File: src/rtl/alu_op_sequencer_pkg.sv
// Shared types for the ALU op sequencer: operation codes, ALU control codes,
// FSM states and the captured flag bundle.
package alu_seq_pkg;

    localparam int unsigned DATA_W = 32;
    localparam int unsigned OP_W   = 4;
    localparam int unsigned CNTL_W = 4;

    typedef enum logic [OP_W-1:0] {
        OP_AND  = 4'd0,
        OP_OR   = 4'd1,
        OP_ADDU = 4'd2,
        OP_XOR  = 4'd3,
        OP_SLTU = 4'd4,
        OP_SUBU = 4'd5,
        OP_NAND = 4'd6,
        OP_ADD  = 4'd7,
        OP_NOR  = 4'd8,
        OP_SHL1 = 4'd9,
        OP_SUB  = 4'd10,
        OP_SLT  = 4'd11
    } op_e;

    localparam logic [CNTL_W-1:0] CNTL_AND  = 4'b0000;
    localparam logic [CNTL_W-1:0] CNTL_OR   = 4'b0001;
    localparam logic [CNTL_W-1:0] CNTL_ADDU = 4'b0010;
    localparam logic [CNTL_W-1:0] CNTL_XOR  = 4'b0011;
    localparam logic [CNTL_W-1:0] CNTL_SLTU = 4'b0101;
    localparam logic [CNTL_W-1:0] CNTL_SUBU = 4'b0110;
    localparam logic [CNTL_W-1:0] CNTL_NAND = 4'b0111;
    localparam logic [CNTL_W-1:0] CNTL_ADD  = 4'b1010;
    localparam logic [CNTL_W-1:0] CNTL_NOR  = 4'b1100;
    localparam logic [CNTL_W-1:0] CNTL_SHL1 = 4'b1101;
    localparam logic [CNTL_W-1:0] CNTL_SUB  = 4'b1110;
    localparam logic [CNTL_W-1:0] CNTL_SLT  = 4'b1111;

    typedef enum logic [1:0] {
        ST_IDLE    = 2'd0,
        ST_DRIVE   = 2'd1,
        ST_CAPTURE = 2'd2,
        ST_RESP    = 2'd3
    } state_e;

    typedef struct packed {
        logic c;
        logic v;
        logic n;
        logic z;
    } alu_flags_t;

    // Ops whose carry/overflow outputs are meaningless and must be masked.
    function automatic logic is_logic_op(op_e op);
        case (op)
            OP_AND, OP_OR, OP_XOR, OP_NAND, OP_NOR, OP_SLT, OP_SLTU: return 1'b1;
            default:                                                 return 1'b0;
        endcase
    endfunction

endpackage

File: src/rtl/alu_op_sequencer_if.sv
// Request, response and ALU-side signals of the op sequencer.
// slave = sequencer side, master = issue logic / ALU / consumer side.
interface alu_op_sequencer_if
    import alu_seq_pkg::*;
#(
    parameter int unsigned TAG_W = 4
);
    logic              req_valid;
    logic              req_ready;
    op_e               req_op;
    logic [DATA_W-1:0] req_a;
    logic [DATA_W-1:0] req_b;
    logic [TAG_W-1:0]  req_tag;

    logic [DATA_W-1:0] alu_a;
    logic [DATA_W-1:0] alu_b;
    logic [CNTL_W-1:0] alu_cntl;
    logic [DATA_W-1:0] alu_out;
    logic              alu_c;
    logic              alu_v;
    logic              alu_n;
    logic              alu_z;

    logic              rsp_valid;
    logic              rsp_ready;
    logic [DATA_W-1:0] rsp_result;
    logic [3:0]        rsp_flags;
    logic              rsp_err;
    logic [TAG_W-1:0]  rsp_tag;

    modport slave (
        input  req_valid, req_op, req_a, req_b, req_tag,
        input  alu_out, alu_c, alu_v, alu_n, alu_z,
        input  rsp_ready,
        output req_ready,
        output alu_a, alu_b, alu_cntl,
        output rsp_valid, rsp_result, rsp_flags, rsp_err, rsp_tag
    );

    modport master (
        output req_valid, req_op, req_a, req_b, req_tag,
        output alu_out, alu_c, alu_v, alu_n, alu_z,
        output rsp_ready,
        input  req_ready,
        input  alu_a, alu_b, alu_cntl,
        input  rsp_valid, rsp_result, rsp_flags, rsp_err, rsp_tag
    );

endinterface

File: src/rtl/alu_op_sequencer_encoder.sv
// Combinational translation of an op_e request into the ALU control code,
// plus legality and logic-op classification.
module alu_op_encoder
    import alu_seq_pkg::*;
(
    input  op_e               op_i,
    output logic [CNTL_W-1:0] cntl_c,
    output logic              legal_c,
    output logic              is_logic_c
);

    always_comb begin
        cntl_c  = CNTL_AND;
        legal_c = 1'b1;
        case (op_i)
            OP_AND:  cntl_c = CNTL_AND;
            OP_OR:   cntl_c = CNTL_OR;
            OP_ADDU: cntl_c = CNTL_ADDU;
            OP_XOR:  cntl_c = CNTL_XOR;
            OP_SLTU: cntl_c = CNTL_SLTU;
            OP_SUBU: cntl_c = CNTL_SUBU;
            OP_NAND: cntl_c = CNTL_NAND;
            OP_ADD:  cntl_c = CNTL_ADD;
            OP_NOR:  cntl_c = CNTL_NOR;
            OP_SHL1: cntl_c = CNTL_SHL1;
            OP_SUB:  cntl_c = CNTL_SUB;
            OP_SLT:  cntl_c = CNTL_SLT;
            default: legal_c = 1'b0;
        endcase
        is_logic_c = legal_c && is_logic_op(op_i);
    end

endmodule

File: src/rtl/alu_op_sequencer.sv
// Initiator for an external combinational ALU: takes one request, drives
// registered operands for a settle window, captures result/flags, responds.
module alu_op_sequencer
    import alu_seq_pkg::*;
#(
    parameter int unsigned SETTLE_CYCLES = 1,
    parameter int unsigned TAG_W         = 4
) (
    input  logic              clk,
    input  logic              reset_n,
    alu_op_sequencer_if.slave bus
);

    localparam int unsigned CNT_W = 4;
    localparam logic [CNT_W-1:0] CNT_LOAD = CNT_W'(SETTLE_CYCLES - 1);

    state_e            state_q, state_d;
    logic [CNT_W-1:0]  cnt_q, cnt_d;
    logic              req_ready_q, req_ready_d;
    logic              rsp_valid_q, rsp_valid_d;
    logic [DATA_W-1:0] alu_a_q, alu_a_d;
    logic [DATA_W-1:0] alu_b_q, alu_b_d;
    logic [CNTL_W-1:0] alu_cntl_q, alu_cntl_d;
    logic              logic_op_q, logic_op_d;
    logic [DATA_W-1:0] rsp_result_q, rsp_result_d;
    alu_flags_t        rsp_flags_q, rsp_flags_d;
    logic              rsp_err_q, rsp_err_d;
    logic [TAG_W-1:0]  rsp_tag_q, rsp_tag_d;

    logic [CNTL_W-1:0] enc_cntl_c;
    logic              enc_legal_c;
    logic              enc_logic_c;

    alu_op_encoder u_encoder (
        .op_i       (bus.req_op),
        .cntl_c     (enc_cntl_c),
        .legal_c    (enc_legal_c),
        .is_logic_c (enc_logic_c)
    );

    always_ff @(posedge clk or negedge reset_n) begin
        if (!reset_n) begin
            state_q      <= ST_IDLE;
            cnt_q        <= '0;
            req_ready_q  <= 1'b1;
            rsp_valid_q  <= 1'b0;
            alu_a_q      <= '0;
            alu_b_q      <= '0;
            alu_cntl_q   <= CNTL_AND;
            logic_op_q   <= 1'b0;
            rsp_result_q <= '0;
            rsp_flags_q  <= '0;
            rsp_err_q    <= 1'b0;
            rsp_tag_q    <= '0;
        end else begin
            state_q      <= state_d;
            cnt_q        <= cnt_d;
            req_ready_q  <= req_ready_d;
            rsp_valid_q  <= rsp_valid_d;
            alu_a_q      <= alu_a_d;
            alu_b_q      <= alu_b_d;
            alu_cntl_q   <= alu_cntl_d;
            logic_op_q   <= logic_op_d;
            rsp_result_q <= rsp_result_d;
            rsp_flags_q  <= rsp_flags_d;
            rsp_err_q    <= rsp_err_d;
            rsp_tag_q    <= rsp_tag_d;
        end
    end

    always_comb begin
        state_d      = state_q;
        cnt_d        = cnt_q;
        alu_a_d      = alu_a_q;
        alu_b_d      = alu_b_q;
        alu_cntl_d   = alu_cntl_q;
        logic_op_d   = logic_op_q;
        rsp_result_d = rsp_result_q;
        rsp_flags_d  = rsp_flags_q;
        rsp_err_d    = rsp_err_q;
        rsp_tag_d    = rsp_tag_q;

        case (state_q)
            ST_IDLE: begin
                if (bus.req_valid && req_ready_q) begin
                    rsp_tag_d = bus.req_tag;
                    if (enc_legal_c) begin
                        alu_a_d    = bus.req_a;
                        alu_b_d    = bus.req_b;
                        alu_cntl_d = enc_cntl_c;
                        logic_op_d = enc_logic_c;
                        rsp_err_d  = 1'b0;
                        cnt_d      = CNT_LOAD;
                        state_d    = ST_DRIVE;
                    end else begin
                        // Illegal ops never reach the ALU; answer immediately.
                        rsp_err_d    = 1'b1;
                        rsp_result_d = '0;
                        rsp_flags_d  = '0;
                        state_d      = ST_RESP;
                    end
                end
            end
            ST_DRIVE: begin
                if (cnt_q == '0) begin
                    state_d = ST_CAPTURE;
                end else begin
                    cnt_d = cnt_q - CNT_W'(1);
                end
            end
            ST_CAPTURE: begin
                rsp_result_d  = bus.alu_out;
                rsp_flags_d.c = logic_op_q ? 1'b0 : bus.alu_c;
                rsp_flags_d.v = logic_op_q ? 1'b0 : bus.alu_v;
                rsp_flags_d.n = bus.alu_n;
                rsp_flags_d.z = bus.alu_z;
                state_d       = ST_RESP;
            end
            ST_RESP: begin
                if (bus.rsp_ready) begin
                    state_d = ST_IDLE;
                end
            end
            default: state_d = ST_IDLE;
        endcase

        req_ready_d = (state_d == ST_IDLE);
        rsp_valid_d = (state_d == ST_RESP);
    end

    assign bus.req_ready  = req_ready_q;
    assign bus.rsp_valid  = rsp_valid_q;
    assign bus.alu_a      = alu_a_q;
    assign bus.alu_b      = alu_b_q;
    assign bus.alu_cntl   = alu_cntl_q;
    assign bus.rsp_result = rsp_result_q;
    assign bus.rsp_flags  = rsp_flags_q;
    assign bus.rsp_err    = rsp_err_q;
    assign bus.rsp_tag    = rsp_tag_q;

endmodule

File: src/flat_wrapper.sv
// flat-port wrapper written by rule: the top's interface ports become plain ports
module alu_op_sequencer_flat import alu_seq_pkg::*;
#(
    parameter int unsigned SETTLE_CYCLES = 1,
    parameter int unsigned TAG_W         = 4
)
  (clk, reset_n, bus_req_valid, bus_req_op, bus_req_a, bus_req_b, bus_req_tag, bus_alu_out, bus_alu_c, bus_alu_v, bus_alu_n, bus_alu_z, bus_rsp_ready, bus_req_ready, bus_alu_a, bus_alu_b, bus_alu_cntl, bus_rsp_valid, bus_rsp_result, bus_rsp_flags, bus_rsp_err, bus_rsp_tag);
  alu_op_sequencer_if #(.TAG_W(TAG_W)) bus_i ();
  input  logic clk;
  input  logic reset_n;
  input wire logic [$bits(bus_i.req_valid)-1:0] bus_req_valid;
  input wire logic [$bits(bus_i.req_op)-1:0] bus_req_op;
  input wire logic [$bits(bus_i.req_a)-1:0] bus_req_a;
  input wire logic [$bits(bus_i.req_b)-1:0] bus_req_b;
  input wire logic [$bits(bus_i.req_tag)-1:0] bus_req_tag;
  input wire logic [$bits(bus_i.alu_out)-1:0] bus_alu_out;
  input wire logic [$bits(bus_i.alu_c)-1:0] bus_alu_c;
  input wire logic [$bits(bus_i.alu_v)-1:0] bus_alu_v;
  input wire logic [$bits(bus_i.alu_n)-1:0] bus_alu_n;
  input wire logic [$bits(bus_i.alu_z)-1:0] bus_alu_z;
  input wire logic [$bits(bus_i.rsp_ready)-1:0] bus_rsp_ready;
  output wire logic [$bits(bus_i.req_ready)-1:0] bus_req_ready;
  output wire logic [$bits(bus_i.alu_a)-1:0] bus_alu_a;
  output wire logic [$bits(bus_i.alu_b)-1:0] bus_alu_b;
  output wire logic [$bits(bus_i.alu_cntl)-1:0] bus_alu_cntl;
  output wire logic [$bits(bus_i.rsp_valid)-1:0] bus_rsp_valid;
  output wire logic [$bits(bus_i.rsp_result)-1:0] bus_rsp_result;
  output wire logic [$bits(bus_i.rsp_flags)-1:0] bus_rsp_flags;
  output wire logic [$bits(bus_i.rsp_err)-1:0] bus_rsp_err;
  output wire logic [$bits(bus_i.rsp_tag)-1:0] bus_rsp_tag;
  assign bus_i.req_valid = bus_req_valid;
  assign bus_i.req_op = bus_req_op;
  assign bus_i.req_a = bus_req_a;
  assign bus_i.req_b = bus_req_b;
  assign bus_i.req_tag = bus_req_tag;
  assign bus_i.alu_out = bus_alu_out;
  assign bus_i.alu_c = bus_alu_c;
  assign bus_i.alu_v = bus_alu_v;
  assign bus_i.alu_n = bus_alu_n;
  assign bus_i.alu_z = bus_alu_z;
  assign bus_i.rsp_ready = bus_rsp_ready;
  assign bus_req_ready = bus_i.req_ready;
  assign bus_alu_a = bus_i.alu_a;
  assign bus_alu_b = bus_i.alu_b;
  assign bus_alu_cntl = bus_i.alu_cntl;
  assign bus_rsp_valid = bus_i.rsp_valid;
  assign bus_rsp_result = bus_i.rsp_result;
  assign bus_rsp_flags = bus_i.rsp_flags;
  assign bus_rsp_err = bus_i.rsp_err;
  assign bus_rsp_tag = bus_i.rsp_tag;
  alu_op_sequencer #(.SETTLE_CYCLES(SETTLE_CYCLES), .TAG_W(TAG_W)) u_core (.clk(clk), .reset_n(reset_n), .bus(bus_i));
endmodule
File: config.mk
export PLATFORM = sky130hd
export DESIGN_NAME = alu_op_sequencer_flat
export DESIGN_NICKNAME = d
export VERILOG_FILES = /design/src/rtl/alu_op_sequencer_pkg.sv /design/src/rtl/alu_op_sequencer_if.sv /design/src/rtl/alu_op_sequencer_encoder.sv /design/src/rtl/alu_op_sequencer.sv /design/src/flat_wrapper.sv
export SDC_FILE = /design/constraint.sdc
export NUM_CORES = 1
export LEC_CHECK = 0
export ABC_AREA = 1
export BUFFER_PORTS_ARGS = -buffer_cell sky130_fd_sc_hd__buf_4
export CORE_MARGIN = 4
export CORE_UTILIZATION = 46
export DETAILED_ROUTE_END_ITERATION = 8
export GPL_ROUTABILITY_DRIVEN = 0
export PLACE_DENSITY = 0.79
export SLEW_MARGIN = 20
export SYNTH_ARGS = -nofsm -noshare
export SYNTH_HDL_FRONTEND = slang
export SYNTH_SLANG_ARGS = --single-unit
export TNS_END_PERCENT = 100
File: constraint.sdc
create_clock -name clk -period 1.8 [get_ports clk]
set_input_delay 0.09 -clock clk [delete_from_list [all_inputs] [get_ports clk]]
set_output_delay 0.09 -clock clk [all_outputs]
set_load 0.02 [all_outputs]
==> flow_summary.ini, run 1 <==
[timing]
tightest_slew_ns = 0.606
setup_tns_ns = 0
fin_crit_sh_pct = 92.2
hold_viol_final = 0
skew_ns = 0.00544
finalMaxSlewViolations = 0
rsz0062_at_grt = false
layout_min_cycle_time_ns = 1.66
layout_setup_ws_ns = 0.141
clock.fmax_mhz = 603
relSlewSlack_pct = 59.6
finalSetupViolCount = 0

[job]
cap_violations = 0

[yosys]
synth.area.top_cells = dfrtp_1 (62%), nand2_1 (24%), nand3_1 (4.9%)
syn_avg_cell_area_sq_um = 8.69
yosysWarnings = 0
synthCells = 547
yosysTopAreaCell = dfrtp_1
yosys.area.top_type_share_pct = 61.6
ys_ff_latch = 118
synth_cell_type_count = 20
synth.net_count = 665
synthesis.area_sq_um = 4750
ys_seq_area_share_pct = 62.1

[layout]
fin_cells = 1027
layout_common_cells = nand2_1 (310), buf_4 (227), dfrtp_1 (117), dlygate4sd3_1 (108), nand3_1 (47)
final_common_cell = nand2_1
finish.utilization_pct = 83.3
layout.nets = 1000
syn2layout_area_growth_pct = 73.7
drive_above_1_share_pct = 30.0

[global_routing]
overflow = 0
grt_pass1_wl_um = 28800
antenna_found_initial = 0
grt_usage_pct = 31.7
grt_max_degree = 119
grt_pass1_vias = 5728

[power]
p_leak_nw = 4.54
power_mw = 14.2
ir_drop_mv = 0.941
powerDensity_nw_per_um2 = 1730

[detailed_routing]
vias = 5337
viasPerCell = 5.20
antenna_left = 0
first_pass_iters = 5
drtIter0Drc = 531
drcViolationCount = 0
wl_per_cell_um = 17.9
routed_wl_um = 18400

[floorplanning]
die_h_um = 110
start_util_pct = 48.0
dieWidth_um = 110
num_io_pins = 223
core_area_sq_um = 9910
rows = 36
dieArea_sq_um = 12000

[worst_hold_path]
hp-class = in2reg

[critical_path]
crit_top_cell = nand2_1
cp.arrival_ns = 2.03
startpoint_type = flip-flop
crit_buf_inv = 1
crit_required_ns = 2.17
critPathCaptureType = flip-flop
path_class = reg2reg
critPathMaxStageDelay_ns = 0.55
path_max_fanout = 43
cp_top_family = simple AND/OR/NAND/NOR gates
crit_slowest_cell = dfstp_2
worstPathCellList = nand2_1 > nor2_4 > nand2_4 > buf_4 > nand2_1 > nand2_1

[clock_tree]
cts_tree = yes
cts_sinks = 118
h-tree-depth = 4
clk_latency_ns = 0.50
post_cts_buffers = 0
path_clk_slew_ns = 0.06
clockBufferDepth = 2
cts-root-buf = clkbuf_8
cts_buffers = 17

[place]
pre_cts_slack_ns = 0.218
numPortBuffers = 222
hpwl_um = 9610
dp.cells = 888

[run_status]
status = finished clean
-- sequential cells by signal (all words and copies together), names as in the netlist --
| name | cells |
|---|---|
| u_core.bus.alu_b | 32 |
| u_core.bus.rsp_result | 32 |
| u_core.bus.rsp_flags | 4 |
| u_core.bus.rsp_err | 1 |
| u_core.bus.alu_a | 32 |
| u_core.state_q | 2 |
| u_core.bus.rsp_tag | 4 |
| u_core.bus.alu_cntl | 4 |
| u_core.bus.rsp_valid | 1 |
| u_core.bus.req_ready | 1 |
| u_core.cnt_q | 4 |
| u_core.logic_op_q | 1 |
-- metal layers --
metal	up-vias	wire (um)	global-route usage, %	share of wire, %
met5	-	0	0	0
met4	0	818	18.4	4.5
met3	78	2050	9.51	11
met2	397	8870	51.7	48
met1	2501	6620	37.1	36
li1	2361	-	-	-
-- kinds of logic after synthesis --
kind of cell	share of synthesized area (%)
buffers and inverters	3.95
AOI/OAI and AO/OA	0.895
adders and majority gates	1.58
and+or+nand+nor	31.4
DFF	62.1
-- area by class of cell --
class | instances | area (sq um)
Sequential cell | 118 | 2950
Timing Repair Buffer | 338 | 2850
Multi-Input combinational cell | 390 | 1610
Tap cell | 133 | 166
Fill cell | 498 | 1650
Clock buffer | 21 | 459
Clock inverter | 9 | 150
Inverter | 17 | 66.3
Antenna cell | 1 | 2.50
-- through the flow --
stage	area, sq um	hold WS [ns]
floorplan	4750	-0.206
global placement	6560	0.224
detailed placement	6560	0.230
CTS	8250	0.0261
global route	8250	0.0550
finish	8260	0.0518
-- cell usage after synthesis --
cell type and number:
nand2_1 310, dfrtp_1 117, nand3_1 47, buf_2 16
inv_1 13, nor2_1 13, ha_1 6, buf_4 5
a21oi_1 4, inv_2 3, o21ai_0 3, nand4_1 2
clkbuf_1 1, dfstp_2 1, inv_4 1, nand2_4 1
nor2_2 1, nor2_4 1, o21bai_1 1, or2_2 1
-- worst paths after layout --
check / from / end / slack (ns) / cells past startpoint
setup / recovery: u_core.bus.req_ready / u_core.bus.alu_a[4] / 0.14 / 6
hold / removal: bus_req_valid / u_core.bus.rsp_tag[1] / 0.05 / 5
setup reg to reg: u_core.bus.req_ready / u_core.bus.alu_a[4] / 0.14 / 6
hold reg to reg: u_core.bus.alu_a[24] / u_core.bus.alu_a[24] / 0.48 / 2
max in group asynchronous: reset_n / u_core.bus.alu_b[11] / 1.13 / 3
min in group asynchronous: reset_n / u_core.bus.rsp_result[15] / 0.22 / 3
-- power breakdown --
part           internal [mW]  switching, mW  total [mW]
Clock                   2.33           1.16        3.50
Combinational           2.43           3.59        6.01
Sequential              3.87          0.862        4.73
Total                   8.63           5.61        14.2
-- what timing repair did --
item	CTS	global route
hold buffers	108	0
hold endpoints to repair	229	0
gates resized for setup	0	0
-- tightest hold or removal path: stages --
cell	delay, ns
buf_4	0.11
nand2_1	0.12
nor2_4	0.09
nand2_1	0.06
nand2_1	0.05
(Power assumes the default switching activity.)
==> inputs of run 2 (changes only) <==
--- a/config.mk
+++ b/config.mk
@@ -7,11 +7,13 @@
 export LEC_CHECK = 0
 export ABC_AREA = 1
 export BUFFER_PORTS_ARGS = -buffer_cell sky130_fd_sc_hd__buf_4
+export CELL_PAD_IN_SITES_DETAIL_PLACEMENT = 1
+export CELL_PAD_IN_SITES_GLOBAL_PLACEMENT = 2
 export CORE_MARGIN = 4
-export CORE_UTILIZATION = 46
+export CORE_UTILIZATION = 25
 export DETAILED_ROUTE_END_ITERATION = 8
 export GPL_ROUTABILITY_DRIVEN = 0
-export PLACE_DENSITY = 0.79
+export PLACE_DENSITY = 0.78
 export SLEW_MARGIN = 20
 export SYNTH_ARGS = -nofsm -noshare
 export SYNTH_HDL_FRONTEND = slang
==> run 2 against run 1 <==
  * Final cell count is 9.7% higher
  * Maximum frequency is 12% higher
  * Flip-flop and latch count stayed put
  * Clock power is 10% lower
  * Sequential share of layout area is 0.20 points lower
  * Sequential power is 3% lower
  * Register-to-register slack better by 0.17 ns
  * Count of clock-buffer cells in the layout is 2 higher
  * Design area is 0.58% higher
  * Critical path type unchanged
  * Critical endpoint is now u_core.bus.alu_a[13]
  * Highest routed layer is now met5
==> flow_summary.ini, run 2 (synthesis gave the netlist of run 1 again) <==
[run_status]
status = finished clean

[power]
p_leak_nw = 4.51
ir_drop_mv = 0.641
powerDensity_nw_per_um2 = 1640
swShare_pct = 39.5
combPwrFrac_pct = 43.1
switchingPower_mw = 5.39
seqPwrFrac_pct = 33.8
power_mw = 13.6
p_int_mw = 8.26
p_clk_share_pct = 23.1

[layout]
layout.nets = 997
syn2layout_area_growth_pct = 74.7
fin_cells = 1127
layout_common_cells = nand2_1 (310), buf_4 (225), dfrtp_1 (117), dlygate4sd3_1 (106), nand3_1 (47)
n_fill_cell = 2185
ff_latch_area_sq_um = 2950
drive_above_1_share_pct = 29.8
final_common_cell = nand2_1
multi_input_area_sq_um = 1610

[floorplanning]
die_h_um = 146
rows = 50
num_io_pins = 223
core_area_sq_um = 18700
start_util_pct = 25.4
dieArea_sq_um = 21300
dieWidth_um = 146

[place]
hpwl_um = 11700
numPortBuffers = 222
dp.cells = 988
pre_cts_slack_ns = 0.311

[timing]
layout_min_cycle_time_ns = 1.49
rsz0062_at_grt = false
relSlewSlack_pct = 53.5
holdWs_ns = 0.0373
fin_crit_sh_pct = 82.6
skew_ns = 0.00670
setup_tns_ns = 0
clock.fmax_mhz = 673
layout_setup_ws_ns = 0.314
hold_viol_final = 0
finalSetupViolCount = 0
finalMaxSlewViolations = 0
tightest_slew_ns = 0.697

[global_routing]
overflow = 0
grt_pass1_wl_um = 29400
grt_usage_pct = 17.1
grt_pass1_vias = 5479
grt_max_degree = 119
antenna_found_initial = 2

[detailed_routing]
drcViolationCount = 0
routed_wl_um = 17900
vias = 4921
antenna_left = 0
first_pass_iters = 4
drtIter0Drc = 179
viasPerCell = 4.37
wl_per_cell_um = 15.9

[clock_tree]
clockBufferDepth = 2
path_clk_slew_ns = 0.06
cts_resized = 0
cts-root-buf = clkbuf_16
cts_buffers = 17
clk_latency_ns = 0.41
cts_tree = yes
h-tree-depth = 4
cts_sinks = 118

[critical_path]
crit_path_start = u_core.bus.req_ready
cp.arrival_ns = 1.83
worstReg2RegStart = u_core.bus.req_ready
r2r-end = u_core.bus.alu_a[13]
crit_required_ns = 2.15
r2r_cells = 7
endpoint = u_core.bus.alu_a[13]
critPathCaptureType = flip-flop
path_max_fanout = 28
path_class = reg2reg
rrSetupSlack_ns = 0.31
startpoint_type = flip-flop

[job]
cap_violations = 0

[worst_hold_path]
hp-class = in2reg
## run 2: layer usage
metal / vias up / GRT usage (%) / routed length, um
li1: 2353 / - / -
met1: 2356 / 20.9 / 7570
met2: 178 / 28.0 / 8550
met3: 32 / 6.10 / 1350
met4: 2 / 5.84 / 444
met5: - / 0 / 11
## run 2: area by class of cell
class / count / share of cell area, %
Antenna cell: 1 / 0.0301
Clock inverter: 9 / 0.934
Clock buffer: 23 / 5.64
Inverter: 17 / 0.799
Multi-Input combinational cell: 390 / 19.4
Sequential cell: 118 / 35.6
Timing Repair Buffer: 335 / 34.1
Tap cell: 234 / 3.53
## run 2: per-stage QoR
| stage | util [%] | instance area [sq um] |
|---|---|---|
| 2_1_floorplan | - | 4750 |
| 3_3_place_gp | 35.8 | 6700 |
| 3_5_place_dp | 35.8 | 6700 |
| 4_1_cts | 44.4 | 8300 |
| 5_1_grt | 44.4 | 8300 |
| 6_report | 44.4 | 8300 |
## run 2: critical path, stage by stage (launching register included)
cell and delay, ns:
dfstp_2 0.54, nand2_1 0.10, nor2_4 0.15, nand2_4 0.11, inv_4 0.16, buf_12 0.19, nand2_1 0.08, nand2_1 0.07
## run 2: repair_timing
action	CTS	global route
endpoints found under the hold margin	222	0
endpoints found under the setup margin	0	0
setup buffers	0	0
hold buffers	106	0
## run 2: worst min path at each step
stage,from,to,slack (ns),cells after the start
2_1_floorplan,reset_n,u_core.bus.alu_a[0],-0.21,0
3_3_place_gp,reset_n,u_core.bus.rsp_result[11],0.24,2
3_5_place_dp,reset_n,u_core.bus.rsp_result[11],0.25,2
4_1_cts,bus_req_op[0],u_core.logic_op_q,0.02,4
5_1_grt,bus_req_op[0],u_core.logic_op_q,0.03,4
6_report,bus_req_op[0],u_core.logic_op_q,0.04,4
## run 2: power by group through the flow
stage | registers [mW] | clock network, mW | logic (mW)
after floorplan | 5.88 | 0 | 1.69
after global placement | 4.60 | 0 | 5.59
after detailed placement | 4.63 | 0 | 5.74
after CTS | 4.62 | 3.25 | 5.93
after global routing | 4.78 | 3.38 | 6.43
final | 4.61 | 3.15 | 5.88
